===== config.mk =====
export PLATFORM = sky130hd
export DESIGN_NAME = uart_tx_buf
export DESIGN_NICKNAME = d
export VERILOG_FILES = /design/src/rtl/uart_pkg.sv /design/src/rtl/uart_fifo.sv /design/src/rtl/uart_tx_buf.sv
export SDC_FILE = /design/constraint.sdc
export NUM_CORES = 1
export LEC_CHECK = 0
export CAP_MARGIN = 25
export CORE_MARGIN = 2
export CORE_UTILIZATION = 40
export CTS_BUF_LIST = sky130_fd_sc_hd__clkbuf_4 sky130_fd_sc_hd__clkbuf_8 sky130_fd_sc_hd__clkbuf_16
export CTS_CLUSTER_SIZE = 40
export DETAILED_ROUTE_END_ITERATION = 10
export PLACE_DENSITY = 0.65
export SLEW_MARGIN = 20
export SYNTH_ARGS = -nofsm -noshare
export SYNTH_HDL_FRONTEND = slang
export SYNTH_SLANG_ARGS = --single-unit

===== constraint.sdc =====
create_clock -name clk -period 2.8 [get_ports clk]
set_input_delay 0.28 -clock clk [delete_from_list [all_inputs] [get_ports clk]]
set_output_delay 0.28 -clock clk [all_outputs]
set_load 0.01 [all_outputs]

===== src/rtl/uart_pkg.sv =====
// Shared UART types and constants used by the transmit buffer and its FIFO.
package uart_pkg;

   localparam int unsigned UART_DBIT = 8;

   typedef enum logic [1:0] {
      IDLE,
      LAUNCH,
      WAIT
   } tx_buf_state_t;

endpackage


===== src/rtl/uart_fifo.sv =====
// Synchronous circular FIFO with occupancy count, sticky overflow and registered read data.
module uart_fifo #(
   parameter int unsigned DEPTH = 16,
   parameter int unsigned DW = 8,
   localparam int unsigned AW = $clog2(DEPTH)
) (
   input  logic          clk,
   input  logic          reset,
   input  logic          wr_en,
   input  logic [DW-1:0] wr_data,
   input  logic          rd_en,
   output logic [DW-1:0] rd_data,
   output logic          full,
   output logic          empty,
   output logic [AW:0]   count,
   output logic          overflow,
   input  logic          ovf_clr
);

   logic [DW-1:0] mem [DEPTH];
   logic [AW-1:0] wp_q, rp_q;
   logic [AW:0]   count_q;
   logic [DW-1:0] rd_data_q;
   logic          overflow_q;
   logic          do_wr, do_rd;

   // Full/empty come from the pre-cycle count, so a write while full is dropped even on a pop.
   assign full  = (count_q == (AW+1)'(DEPTH));
   assign empty = (count_q == '0);
   assign do_wr = wr_en && !full;
   assign do_rd = rd_en && !empty;

   assign rd_data  = rd_data_q;
   assign count    = count_q;
   assign overflow = overflow_q;

   always_ff @(posedge clk) begin
      if (do_wr) begin
         mem[wp_q] <= wr_data;
      end
   end

   always_ff @(posedge clk) begin
      if (reset) begin
         wp_q       <= '0;
         rp_q       <= '0;
         count_q    <= '0;
         rd_data_q  <= '0;
         overflow_q <= 1'b0;
      end else begin
         if (do_wr) begin
            wp_q <= wp_q + 1'b1;
         end
         if (do_rd) begin
            rp_q      <= rp_q + 1'b1;
            rd_data_q <= mem[rp_q];
         end
         if (do_wr && !do_rd) begin
            count_q <= count_q + 1'b1;
         end else if (do_rd && !do_wr) begin
            count_q <= count_q - 1'b1;
         end
         // Set-dominant: a dropped write wins over a simultaneous clear.
         if (wr_en && full) begin
            overflow_q <= 1'b1;
         end else if (ovf_clr) begin
            overflow_q <= 1'b0;
         end
      end
   end

endmodule


===== src/rtl/uart_tx_buf.sv =====
// UART transmit buffer: queues host bytes and launches them one frame at a time.
module uart_tx_buf
   import uart_pkg::*;
#(
   parameter int unsigned DEPTH = 16,
   parameter int unsigned AW = $clog2(DEPTH)
) (
   input  logic                 clk,
   input  logic                 reset,
   input  logic                 wr_en,
   input  logic [UART_DBIT-1:0] wr_data,
   output logic                 full,
   output logic                 empty,
   output logic [AW:0]          count,
   output logic                 overflow,
   input  logic                 ovf_clr,
   output logic                 tx_start,
   output logic [UART_DBIT-1:0] tx_dout,
   input  logic                 tx_done_tick,
   output logic                 tx_busy
);

   tx_buf_state_t state_q;
   logic          tx_start_q;
   logic          pop;

   // The FIFO read register doubles as the tx_dout register; it only loads on a pop.
   assign pop = (state_q == IDLE) && !empty;

   uart_fifo #(
      .DEPTH(DEPTH),
      .DW   (UART_DBIT)
   ) u_fifo (
      .clk     (clk),
      .reset   (reset),
      .wr_en   (wr_en),
      .wr_data (wr_data),
      .rd_en   (pop),
      .rd_data (tx_dout),
      .full    (full),
      .empty   (empty),
      .count   (count),
      .overflow(overflow),
      .ovf_clr (ovf_clr)
   );

   always_ff @(posedge clk) begin
      if (reset) begin
         state_q    <= IDLE;
         tx_start_q <= 1'b0;
      end else begin
         tx_start_q <= 1'b0;
         unique case (state_q)
            IDLE: begin
               if (!empty) begin
                  state_q    <= LAUNCH;
                  tx_start_q <= 1'b1;
               end
            end
            LAUNCH: state_q <= WAIT;
            WAIT: begin
               if (tx_done_tick) begin
                  state_q <= IDLE;
               end
            end
            default: state_q <= IDLE;
         endcase
      end
   end

   assign tx_start = tx_start_q;
   assign tx_busy  = (state_q != IDLE);

endmodule

==> impl_metrics.yaml <==
sta:
  relSlewSlack: 0.457
  final.setup.tns_ns: 0
  timing.fmax_mhz: 378
  fin_crit_ns: 2.65
  tightest_slew_ns: 0.812
  layout_setup_ws_ns: 0.153
  fin_skew_ns: 0.00928
  hold_violations: 0
  slew_violations: 0
  rsz0062_at_grt: "no"
  period_share: 0.945
  setup_violations: 0
synthesis:
  syn_area_um2: 6130
  ys_ff_latch: 153
  avgSynthCellArea_um2: 15.3
  synthCells: 400
  synth.distinct_cells: 33
  seq_area_frac_synth: 0.709
  yosys_warnings: 0
  synth.net_count: 423
global_routing:
  antenna_found_initial: 0
  grt_pass1_wl_um: 19700
  grt_usage: 0.167
  grt_max_degree: 31
  grt_pass1_vias: 3493
  gr-total-overflow: 0
min_path:
  hp-class: "flip-flop to flip-flop"
  whs_path_depth: 2
  hp-start: "u_fifo.rd_data[2]"
  hold_end: "u_fifo.rd_data[2]"
floorplanning:
  fp.coreArea_um2: 15100
  rows: 45
  dieHeight_um: 128
  initial_core_util: 0.406
  dieArea_um2: 16300
  dieWidth_um: 128
  ioPinCount: 31
route:
  routed_via_density: 5.28
  wl_per_cell_um: 19.5
  wl_um: 12700
  drt.antenna.violating_nets: 0
  drt_iter0_markers: 261
  drc: 0
  first_pass_iters: 5
  vias: 3442
critical_path:
  crit_required_ns: 3.11
  startpoint_type: "flip-flop"
  crit_arrival_ns: 2.96
  ff2ff_path_depth: 10
  slowest_delay_ns: 0.42
  path_cells: "nor4_4, a21boi_2, inv_1, ha_1, inv_1, fa_1, a21o_1, a21oi_1, mux2i_1, mux2_2"
  timing.critical_path.buf_inv: 2
  critical-path-top-delay-family: "adder cells"
  rr_startpoint: "u_fifo.count[2]"
  reg2reg_to: "u_fifo.count[4]"
  crit_path_end_kind: "flip-flop"
  r2r_setup_slack_ns: 0.15
  cpMaxStageDelayCell: "fa_1"
  critPathMaxFanout: 5
  critPathKind: "flip-flop to flip-flop"
  cpMostUsedCell: "inv_1"
cells_and_area:
  post-route-util: 0.487
  diodes: 0
  mostFrequentLayoutCells: "edfxtp_1 (128), mux2i_1 (69), nor2_1 (44)"
  drive_above_1_share: 0.134
  stdcell_count: 652
  nNetsFinal: 474
  fill_cells: 1272
  syn_to_final_growth_pct: 20.0
  final_common_cell: "edfxtp_1"
power_and_ir_drop:
  powerDensity_nw_per_um2: 881
  ir_drop_mv: 0.430
  power_mw: 6.48
  p_leak_nw: 2.40
placement:
  place_ws_ns: 0.0722
  dpl.hpwl_um: 8290
  place_congestion: 0.853
  port_buffers: 30
  dp_cells: 620
clocking:
  cts_buffers: 17
  clockRootBuffer: "clkbuf_16"
  cts_setup_buffers: 0
  clk_path_buf_depth: 2
  cts_max_level: 4
  cts_tree: "built"
  clock-sinks: 153
  clkLatencyLatePin_ns: 0.43
  clk_pin_slew_ns: 0.06
outcome:
  status: "finished, final reports clean"
run:
  maxCapViolCount: 0
==> tightest hold or removal path, stage by stage (launching register included) <==
cell,delay [ns]
dfxtp_1,0.31
nor2_1,0.10
a211oi_1,0.05
==> state kept, by name, indices dropped and copies added, names as in the netlist <==
register / cells
u_fifo.wp_q: 4
u_fifo.overflow: 1
u_fifo.rp_q: 4
u_fifo.count: 5
state_q: 2
u_fifo.mem: 128
tx_start: 1
u_fifo.rd_data: 8
==> logic make-up (layout without fill, tap and decap cells) <==
logic type | Yosys count | in the layout | synth area share
AO/OA/AOI/OAI | 53 | 53 | 0.0596
XOR/XNOR | 9 | 9 | 0.0129
adder cells (fa/ha/maj) | 10 | 10 | 0.0216
buffers and inverters | 29 | 93 | 0.0233
flip-flops | 153 | 153 | 0.709
multiplexers | 70 | 70 | 0.115
AND/OR/NAND/NOR | 76 | 76 | 0.0592
==> final cells by class <==
type	instances	area, um^2	share of cell area
clock inverters	8	52.6	0.00715
multi-input cells	218	1660	0.225
repair buffers	55	500	0.0681
inverters	6	22.5	0.00306
well taps	188	235	0.0320
flip-flops and latches	153	4350	0.591
clock buffers	24	537	0.0730
==> through the flow <==
| stage | hold slack (ns) | cell area, um^2 |
|---|---|---|
| final | 0.506 | 7350 |
| after global routing | 0.535 | 7350 |
| after CTS | 0.510 | 7340 |
| after detailed placement | 0.499 | 6750 |
| after global placement | 0.494 | 6750 |
| after floorplan | 0.379 | 6130 |
==> what timing repair did <==
item                                    in CTS  in global routing
endpoints found under the setup margin       0                  1
hold buffers                                 0                  0
gates resized for setup                      0                  1
==> Yosys cell counts, drive strengths merged <==
| cell | instances | area share |
|---|---|---|
| or4 | 1 | 0.0012 |
| nor4 | 9 | 0.0092 |
| xor2 | 6 | 0.0086 |
| o211ai | 4 | 0.0071 |
| ha | 9 | 0.018 |
| inv | 6 | 0.0037 |
| o31ai | 1 | 0.0012 |
| mux2i | 69 | 0.11 |
| nand2 | 4 | 0.0024 |
| xnor2 | 3 | 0.0043 |
| mux2 | 1 | 0.0018 |
| a211oi | 8 | 0.0098 |
| or3b | 3 | 0.0043 |
| a21boi | 2 | 0.0031 |
| a21oi | 4 | 0.0033 |
| and3 | 2 | 0.0020 |
| nor2 | 44 | 0.027 |
| dfxtp | 25 | 0.082 |
| nor2b | 1 | 0.0010 |
| a21o | 2 | 0.0024 |
| buf | 15 | 0.015 |
| or3 | 1 | 0.0010 |
| clkbuf | 8 | 0.0049 |
| nor3 | 4 | 0.0033 |
| fa | 1 | 0.0033 |
| nand2b | 2 | 0.0020 |
| o22ai | 32 | 0.033 |
| edfxtp | 128 | 0.63 |
| nand3 | 1 | 0.00082 |
| nand3b | 4 | 0.0049 |
==> where the power goes <==
part | switching (mW) | internal [mW] | total [mW]
registers | 0.129 | 2.63 | 2.76
clock network | 0.872 | 1.35 | 2.22
logic | 0.830 | 0.669 | 1.50
==> layer usage <==
layer | vias up | global-route usage | part of all wire
met5 | - | 0 | 0
met1 | 1694 | 0.217 | 0.44
met2 | 85 | 0.265 | 0.50
met4 | 0 | 0.0737 | 0.017
met3 | 16 | 0.0434 | 0.048
li1 | 1647 | - | -
==> worst max path at each step <==
stage	from	end	slack [ns]	cells after the start
after floorplan	u_fifo.count[4]	u_fifo.count[4]	0.01	11
after global placement	wr_en	u_fifo.count[4]	0.08	9
after detailed placement	wr_en	u_fifo.count[4]	0.07	9
after CTS	u_fifo.count[2]	u_fifo.count[4]	0.06	10
after global routing	u_fifo.count[3]	u_fifo.count[4]	0.02	10
final	u_fifo.count[2]	u_fifo.count[4]	0.15	10
(Power assumes the default switching activity.)
